==> src/rtl/ttt_auto_player_if.sv <==
// Move bus between the game engine and the automatic player.
// The player drives mv_* (master); the engine side drives obs_* and stop_game (slave).
interface ttt_auto_player_if;
    logic       obs_valid;
    logic [1:0] obs_x;
    logic [1:0] obs_y;
    logic [1:0] obs_player;
    logic       stop_game;
    logic       mv_valid;
    logic [1:0] mv_x;
    logic [1:0] mv_y;
    logic [1:0] mv_player;

    modport master (
        input  obs_valid, obs_x, obs_y, obs_player, stop_game,
        output mv_valid, mv_x, mv_y, mv_player
    );

    modport slave (
        output obs_valid, obs_x, obs_y, obs_player, stop_game,
        input  mv_valid, mv_x, mv_y, mv_player
    );
endinterface

==> src/rtl/ttt_auto_player.sv <==
// Automatic tic-tac-toe opponent: shadows the board, scans lines for win/block, falls back to a fixed cell order.
// Optional macro TTT_AUTO_BLOCK_EN adds the THINK_BLK scan for opponent threats.
module ttt_auto_player #(
    parameter int unsigned MY_PLAYER  = 1,
    parameter int unsigned FIRST_MOVE = 0
) (
    input  logic                  clk,
    input  logic                  reset,
    ttt_auto_player_if.master     bus,
    output logic                  busy,
    output logic                  done,
    output logic [2:0]            moves_made
);

    localparam logic [1:0] MY_CODE  = 2'(MY_PLAYER);
    localparam logic [1:0] OPP_CODE = (MY_CODE == 2'd0) ? 2'd1 : 2'd0;
    localparam logic [1:0] EMPTY    = 2'd3;

    typedef enum logic [2:0] {
        ST_IDLE      = 3'd0,
        ST_THINK_WIN = 3'd1,
`ifdef TTT_AUTO_BLOCK_EN
        ST_THINK_BLK = 3'd2,
`endif
        ST_FALLBACK  = 3'd3,
        ST_ISSUE     = 3'd4,
        ST_DONE      = 3'd5
    } state_t;

    state_t          state_r;
    logic [2:0]      line_r;
    logic [8:0][1:0] board_r;
    logic [1:0]      last_player_r;
    logic [3:0]      tgt_r;
    logic            fb_ready_r;
    logic            first_pending_r;
    logic            mv_valid_r;
    logic [1:0]      mv_x_r;
    logic [1:0]      mv_y_r;
    logic            busy_r;
    logic            done_r;
    logic [2:0]      moves_made_r;

    logic [3:0]  obs_idx_s;
    logic        obs_legal_s;
    logic [11:0] line_cells_s;
    logic [1:0]  scan_player_s;
    logic [1:0]  cell_a_s, cell_b_s, cell_c_s;
    logic        scan_hit_s;
    logic [3:0]  scan_tgt_s;
    logic        fb_found_s;
    logic [3:0]  fb_pick_s;
    logic        issue_go_s;
    logic [3:0]  issue_idx_s;

    // Flat cell indices (y*3+x) of the three cells of a line.
    function automatic logic [11:0] line_cells(input logic [2:0] line);
        case (line)
            3'd0:    line_cells = {4'd0, 4'd1, 4'd2};
            3'd1:    line_cells = {4'd3, 4'd4, 4'd5};
            3'd2:    line_cells = {4'd6, 4'd7, 4'd8};
            3'd3:    line_cells = {4'd0, 4'd3, 4'd6};
            3'd4:    line_cells = {4'd1, 4'd4, 4'd7};
            3'd5:    line_cells = {4'd2, 4'd5, 4'd8};
            3'd6:    line_cells = {4'd0, 4'd4, 4'd8};
            3'd7:    line_cells = {4'd2, 4'd4, 4'd6};
            default: line_cells = {4'd0, 4'd1, 4'd2};
        endcase
    endfunction

    // Fallback preference: centre, corners, then the edge cells in raster order.
    function automatic logic [3:0] fb_order(input logic [3:0] k);
        case (k)
            4'd0:    fb_order = 4'd4;
            4'd1:    fb_order = 4'd0;
            4'd2:    fb_order = 4'd2;
            4'd3:    fb_order = 4'd6;
            4'd4:    fb_order = 4'd8;
            4'd5:    fb_order = 4'd1;
            4'd6:    fb_order = 4'd3;
            4'd7:    fb_order = 4'd5;
            4'd8:    fb_order = 4'd7;
            default: fb_order = 4'd4;
        endcase
    endfunction

    // Flat index to {y, x}.
    function automatic logic [3:0] idx_to_yx(input logic [3:0] idx);
        case (idx)
            4'd0:    idx_to_yx = {2'd0, 2'd0};
            4'd1:    idx_to_yx = {2'd0, 2'd1};
            4'd2:    idx_to_yx = {2'd0, 2'd2};
            4'd3:    idx_to_yx = {2'd1, 2'd0};
            4'd4:    idx_to_yx = {2'd1, 2'd1};
            4'd5:    idx_to_yx = {2'd1, 2'd2};
            4'd6:    idx_to_yx = {2'd2, 2'd0};
            4'd7:    idx_to_yx = {2'd2, 2'd1};
            4'd8:    idx_to_yx = {2'd2, 2'd2};
            default: idx_to_yx = {2'd0, 2'd0};
        endcase
    endfunction

    // Legality of the snooped opponent move.
    always_comb begin
        obs_idx_s   = ({2'b00, bus.obs_y} * 4'd3) + {2'b00, bus.obs_x};
        obs_legal_s = 1'b0;
        if (bus.obs_valid && (bus.obs_x != 2'd3) && (bus.obs_y != 2'd3)) begin
            obs_legal_s = (board_r[obs_idx_s] == EMPTY) &&
                          (bus.obs_player[1] == 1'b0) &&
                          (bus.obs_player != MY_CODE) &&
                          (bus.obs_player != last_player_r);
        end else begin
            obs_legal_s = 1'b0;
        end
    end

    // Line scan: two cells of the scanned player and one empty cell is a hit.
    always_comb begin
        line_cells_s  = line_cells(line_r);
        scan_player_s = (state_r == ST_THINK_WIN) ? MY_CODE : OPP_CODE;
        cell_a_s      = board_r[line_cells_s[11:8]];
        cell_b_s      = board_r[line_cells_s[7:4]];
        cell_c_s      = board_r[line_cells_s[3:0]];
        scan_hit_s    = 1'b0;
        scan_tgt_s    = line_cells_s[11:8];
        if (cell_a_s == EMPTY && cell_b_s == scan_player_s && cell_c_s == scan_player_s) begin
            scan_hit_s = 1'b1;
            scan_tgt_s = line_cells_s[11:8];
        end else if (cell_a_s == scan_player_s && cell_b_s == EMPTY && cell_c_s == scan_player_s) begin
            scan_hit_s = 1'b1;
            scan_tgt_s = line_cells_s[7:4];
        end else if (cell_a_s == scan_player_s && cell_b_s == scan_player_s && cell_c_s == EMPTY) begin
            scan_hit_s = 1'b1;
            scan_tgt_s = line_cells_s[3:0];
        end else begin
            scan_hit_s = 1'b0;
        end
    end

    // First empty cell in fallback preference order.
    always_comb begin
        fb_found_s = 1'b0;
        fb_pick_s  = 4'd4;
        for (int k = 0; k < 9; k++) begin
            if (!fb_found_s && board_r[fb_order(4'(k))] == EMPTY) begin
                fb_found_s = 1'b1;
                fb_pick_s  = fb_order(4'(k));
            end else begin
                fb_found_s = fb_found_s;
            end
        end
    end

    // Decide whether this cycle commits a move and which cell it takes.
    always_comb begin
        issue_go_s  = 1'b0;
        issue_idx_s = tgt_r;
        case (state_r)
            ST_THINK_WIN: begin
                issue_go_s  = scan_hit_s;
                issue_idx_s = scan_tgt_s;
            end
`ifdef TTT_AUTO_BLOCK_EN
            ST_THINK_BLK: begin
                issue_go_s  = scan_hit_s;
                issue_idx_s = scan_tgt_s;
            end
`endif
            ST_FALLBACK: begin
                issue_go_s  = fb_ready_r;
                issue_idx_s = tgt_r;
            end
            default: begin
                issue_go_s  = 1'b0;
                issue_idx_s = tgt_r;
            end
        endcase
    end

    // Player FSM, shadow board and registered outputs.
    always_ff @(posedge clk) begin
        if (!reset) begin
            state_r         <= ST_IDLE;
            line_r          <= 3'd0;
            board_r         <= {9{2'b11}};
            last_player_r   <= 2'd3;
            tgt_r           <= 4'd0;
            fb_ready_r      <= 1'b0;
            first_pending_r <= (FIRST_MOVE != 0);
            mv_valid_r      <= 1'b0;
            mv_x_r          <= 2'd0;
            mv_y_r          <= 2'd0;
            busy_r          <= 1'b0;
            done_r          <= 1'b0;
            moves_made_r    <= 3'd0;
        end else if (bus.stop_game) begin
            state_r    <= ST_DONE;
            mv_valid_r <= 1'b0;
            busy_r     <= 1'b0;
            done_r     <= 1'b1;
        end else begin
            mv_valid_r <= 1'b0;
            case (state_r)
                ST_IDLE: begin
                    if (first_pending_r) begin
                        first_pending_r <= 1'b0;
                        state_r         <= ST_THINK_WIN;
                        line_r          <= 3'd0;
                        busy_r          <= 1'b1;
                    end else if (obs_legal_s) begin
                        board_r[obs_idx_s] <= bus.obs_player;
                        last_player_r      <= bus.obs_player;
                        state_r            <= ST_THINK_WIN;
                        line_r             <= 3'd0;
                        busy_r             <= 1'b1;
                    end else begin
                        busy_r <= 1'b0;
                    end
                end
                ST_THINK_WIN: begin
                    if (scan_hit_s) begin
                        state_r <= ST_ISSUE;
                    end else if (line_r == 3'd7) begin
`ifdef TTT_AUTO_BLOCK_EN
                        state_r <= ST_THINK_BLK;
                        line_r  <= 3'd0;
`else
                        state_r    <= ST_FALLBACK;
                        fb_ready_r <= 1'b0;
`endif
                    end else begin
                        line_r <= line_r + 3'd1;
                    end
                end
`ifdef TTT_AUTO_BLOCK_EN
                ST_THINK_BLK: begin
                    if (scan_hit_s) begin
                        state_r <= ST_ISSUE;
                    end else if (line_r == 3'd7) begin
                        state_r    <= ST_FALLBACK;
                        fb_ready_r <= 1'b0;
                    end else begin
                        line_r <= line_r + 3'd1;
                    end
                end
`endif
                // The fallback pick is registered first, then committed on the next edge.
                ST_FALLBACK: begin
                    if (fb_ready_r) begin
                        state_r    <= ST_ISSUE;
                        fb_ready_r <= 1'b0;
                    end else if (fb_found_s) begin
                        tgt_r      <= fb_pick_s;
                        fb_ready_r <= 1'b1;
                    end else begin
                        state_r <= ST_DONE;
                        busy_r  <= 1'b0;
                        done_r  <= 1'b1;
                    end
                end
                ST_ISSUE: begin
                    state_r <= ST_IDLE;
                    busy_r  <= 1'b0;
                end
                ST_DONE: begin
                    busy_r <= 1'b0;
                    done_r <= 1'b1;
                end
                default: begin
                    state_r <= ST_IDLE;
                    busy_r  <= 1'b0;
                end
            endcase

            if (issue_go_s) begin
                mv_valid_r            <= 1'b1;
                {mv_y_r, mv_x_r}      <= idx_to_yx(issue_idx_s);
                board_r[issue_idx_s]  <= MY_CODE;
                last_player_r         <= MY_CODE;
                moves_made_r          <= moves_made_r + 3'd1;
            end else begin
                mv_valid_r <= 1'b0;
            end
        end
    end

    assign bus.mv_valid  = mv_valid_r;
    assign bus.mv_x      = mv_x_r;
    assign bus.mv_y      = mv_y_r;
    assign bus.mv_player = MY_CODE;
    assign busy          = busy_r;
    assign done          = done_r;
    assign moves_made    = moves_made_r;

endmodule
==> src/flat_wrapper.sv <==
// flat-port wrapper written by rule: the top's interface ports become plain ports
module ttt_auto_player_flat 
#(
    parameter int unsigned MY_PLAYER  = 1,
    parameter int unsigned FIRST_MOVE = 0
)
  (clk, reset, busy, done, moves_made, bus_obs_valid, bus_obs_x, bus_obs_y, bus_obs_player, bus_stop_game, bus_mv_valid, bus_mv_x, bus_mv_y, bus_mv_player);
  ttt_auto_player_if bus_i ();
  input  logic clk;
  input  logic reset;
  output logic busy;
  output logic done;
  output logic [2:0] moves_made;
  input wire logic [$bits(bus_i.obs_valid)-1:0] bus_obs_valid;
  input wire logic [$bits(bus_i.obs_x)-1:0] bus_obs_x;
  input wire logic [$bits(bus_i.obs_y)-1:0] bus_obs_y;
  input wire logic [$bits(bus_i.obs_player)-1:0] bus_obs_player;
  input wire logic [$bits(bus_i.stop_game)-1:0] bus_stop_game;
  output wire logic [$bits(bus_i.mv_valid)-1:0] bus_mv_valid;
  output wire logic [$bits(bus_i.mv_x)-1:0] bus_mv_x;
  output wire logic [$bits(bus_i.mv_y)-1:0] bus_mv_y;
  output wire logic [$bits(bus_i.mv_player)-1:0] bus_mv_player;
  assign bus_i.obs_valid = bus_obs_valid;
  assign bus_i.obs_x = bus_obs_x;
  assign bus_i.obs_y = bus_obs_y;
  assign bus_i.obs_player = bus_obs_player;
  assign bus_i.stop_game = bus_stop_game;
  assign bus_mv_valid = bus_i.mv_valid;
  assign bus_mv_x = bus_i.mv_x;
  assign bus_mv_y = bus_i.mv_y;
  assign bus_mv_player = bus_i.mv_player;
  ttt_auto_player #(.MY_PLAYER(MY_PLAYER), .FIRST_MOVE(FIRST_MOVE)) u_core (.clk(clk), .reset(reset), .bus(bus_i), .busy(busy), .done(done), .moves_made(moves_made));
endmodule
==> config.mk <==
export PLATFORM = sky130hd
export DESIGN_NAME = ttt_auto_player_flat
export DESIGN_NICKNAME = d
export VERILOG_FILES = /design/src/rtl/ttt_auto_player_if.sv /design/src/rtl/ttt_auto_player.sv /design/src/flat_wrapper.sv
export SDC_FILE = /design/constraint.sdc
export NUM_CORES = 1
export LEC_CHECK = 0
export CORE_MARGIN = 2
export CORE_UTILIZATION = 40
export DETAILED_ROUTE_END_ITERATION = 6
export SYNTH_ARGS = -nofsm -noshare
export SYNTH_HDL_FRONTEND = slang
export SYNTH_SLANG_ARGS = --single-unit
==> constraint.sdc <==
create_clock -name clk -period 6.4 [get_ports clk]
set_clock_uncertainty 0.1 [all_clocks]
set_input_delay 0.64 -clock clk [delete_from_list [all_inputs] [get_ports clk]]
set_output_delay 0.64 -clock clk [all_outputs]
set_load 0.05 [all_outputs]
==> metrics <==
nets@finish 417; most frequent cells in the layout 50 x dfxtp_1, 42 x nand2_1, 27 x nor2_1, 27 x a21oi_1, 20 x mux2i_1; Critical Setup Path Class in -> reg; DRT Wirelength 8450 µm; post-cts hold buffer count 0; Crit. End Element flop; Synth Warn # 0; die width 94.7 µm; routed via count 2854; Non-Filler Instances 496; Leak Pwr 1.44 nW; FF+latch area 0.00100 mm²; Post-synth EDFFs 0; HP Class reg -> reg; Worst slew margin 0.438; post-layout util 0.450; DP Area 0.00350 mm²; vias in the first global route 2825; Req. time, crit path 6.50 ns; clock transition at the registers of the reported paths 0.10 ns; Critical path buffers and inverters 4; register area share after synthesis 0.304; Sink Count 50; Fillers 831; post-synthesis sequential element count 50; global routing usage on met1 0.273; Slowest-stage cell, CP or4b_1; DIE AREA 0.00897 mm²; postcts setup bufs 0; initial core utilization 0.407; Fin Hold WS 0.369 ns; synth unique cells 71; row count 33; Buffers on Ports 19; GPL Wtd Cong 0.846; DRT Pass-1 Iters 5; setup violators final 0; setup slack after layout 1.65 ns; ANT cells 0; Layout area overhead 10.6%; Place WS 1.33 ns; Max Freq 211 MHz; largest net degree at the start of global routing 29; setup TNS 0 ns; CTS Buf Count 5; async set or reset register ratio after synthesis 0; final instance area 0.00364 mm²; num ports 22; Final Total Pwr 0.694 mW; number of DRC markers in iteration 0 205; DP HPWL 6170 µm; CTS tree done; final-report hold violation count 0; Slew @ Worst Pin 0.837 ns; Peak supply drop 84.8 µV; vias per inst 5.75; initial antenna violation count 0; Slowest Stage Delay on Critical Path 0.60 ns; met3 usage 0.0391; routed length per placed instance 17.0 µm; crit-path cells clkdlybuf4s50_1, inv_1, fa_1, inv_1, ha_1, inv_1, fa_1, nand2_1, a221oi_1, nand2_1, a31oi_1, nand2_1, or4b_1, or3b_2, a221o_1; CTS Root Cell clkbuf_8; RSZ-0062 raised after global routing false; # Max-Cap Violations 0; Syn Nets 412; minimum clock period 4.75 ns; DRC viols 0; status complete, no violations; Setup crit start kind primary input; commonest non-fill, non-tap cell in the layout dfxtp_1; placed insts 488; PwrDens 190 mW/mm²; period utilization 0.741; core region area 0.00809 mm²; die extent in y 94.7 µm; Tot GR Track Use 0.206; global routing's busiest layer met2; mapped cell area 0.00329 mm²; Final Slew Violations 0; Main synth FF type dfxtp_1; routing usage on met2 0.341; Post-Syn Instances 385; CTS H-tree lvls 2; Avg Cell Area, Syn 8.55 µm²; CP top delay family simple AND/OR/NAND/NOR gates; clock buffer depth 2; Critical Path AT 4.84 ns; CTS resizes 0; Max FO, Critical Path 6; worst-skew pair later-pin latency 0.31 ns; first-pass GRT wire length 14500 µm; area of the multi-input gates 0.00209 mm²; GRT Residual Overflow 0; layout cells sized above 1 0.0895; post-route ant nets 0
worst reg2reg max path: stages (launching register included):
cell and delay, ns:
dfxtp_1 0.76, mux2i_1 0.23, mux4_2 0.53, or3_1 0.34
a31oi_2 0.18, nand4_2 0.21, o221a_1 0.31, a22oi_2 0.31
ha_1 0.38, nand2_1 0.18, or3_1 0.36, a21oi_1 0.13
o21ai_0 0.09
cells by family after synthesis:
logic type | Yosys count | share of synthesized area
flops | 50 | 0.304
fa+ha+maj | 17 | 0.0692
other cells | 2 | 0.00228
mux | 30 | 0.116
simple gates | 148 | 0.241
xor+xnor | 3 | 0.00799
buf+inv | 42 | 0.0593
compound gates | 93 | 0.200
synth_stat cells, drive strengths merged, types with 3 or more instances:
| library cell | number | share of area |
|---|---|---|
| or3 | 4 | 0.0091 |
| a22oi | 3 | 0.0084 |
| nor2 | 27 | 0.031 |
| mux4 | 6 | 0.041 |
| nand3 | 15 | 0.023 |
| a32oi | 3 | 0.014 |
| a221o | 4 | 0.012 |
| nor2b | 9 | 0.019 |
| nor3b | 3 | 0.0068 |
| clkbuf | 12 | 0.014 |
| nand3b | 4 | 0.0091 |
| a31oi | 8 | 0.017 |
| o22ai | 3 | 0.0057 |
| a211oi | 3 | 0.0068 |
| ha | 15 | 0.057 |
| nand4 | 3 | 0.0076 |
| nor3 | 9 | 0.014 |
| mux2 | 4 | 0.014 |
| nand2b | 6 | 0.014 |
| mux2i | 20 | 0.061 |
| and2 | 6 | 0.011 |
| o21ai | 15 | 0.024 |
| dfxtp | 50 | 0.30 |
| a21oi | 27 | 0.041 |
| nand2 | 42 | 0.048 |
| nor4b | 3 | 0.0080 |
| inv | 18 | 0.021 |
| buf | 11 | 0.024 |
| or2 | 5 | 0.0095 |
| o211ai | 5 | 0.011 |
final timing paths:
kind                                             start                 end  slack [ns]  cells past startpoint
worst max register to register  u_core.line_cells_s[8]  u_core.board_r[17]        2.16                     12
worst max-delay path                      bus_obs_y[0]  u_core.board_r[12]        1.65                     15
worst min-delay path                   u_core.tgt_r[3]     u_core.tgt_r[3]        0.37                      2
worst min register to register         u_core.tgt_r[3]     u_core.tgt_r[3]        0.37                      2
state kept, by name, summed over array words and instances, names as in the netlist:
signal	count
u_core.tgt_r	4
u_core.busy	1
u_core.done	1
u_core.board_r	18
u_core.moves_made	3
u_core.state_r	3
u_core.bus.mv_y	2
u_core.line_r	3
u_core.bus.mv_valid	1
u_core.fb_ready_r	1
u_core.bus.mv_x	2
u_core.line_cells_s	9
u_core.last_player_r	2
routing by layer:
metal | vias to the layer above | routed length [µm]
met3 | 7 | 505
met4 | 0 | 106
li1 | 1405 | -
met2 | 82 | 3860
met5 | - | 0
met1 | 1360 | 3970
final cells by class:
class                   count  area share
clock buffers               5      0.0189
clock inverters             3      0.0189
inverters                  19      0.0196
multi-input cells         293       0.575
flip-flops and latches     50       0.275
well taps                 105      0.0361
repair buffers             21      0.0564
power breakdown:
group          leakage, nW  internal (mW)  switching, mW
combinational        0.965         0.0379         0.0604
clock               0.0683          0.157          0.113
sequential           0.405          0.315         0.0101
total                 1.44          0.510          0.184
Note: power is estimated with default switching activity, not from simulation.
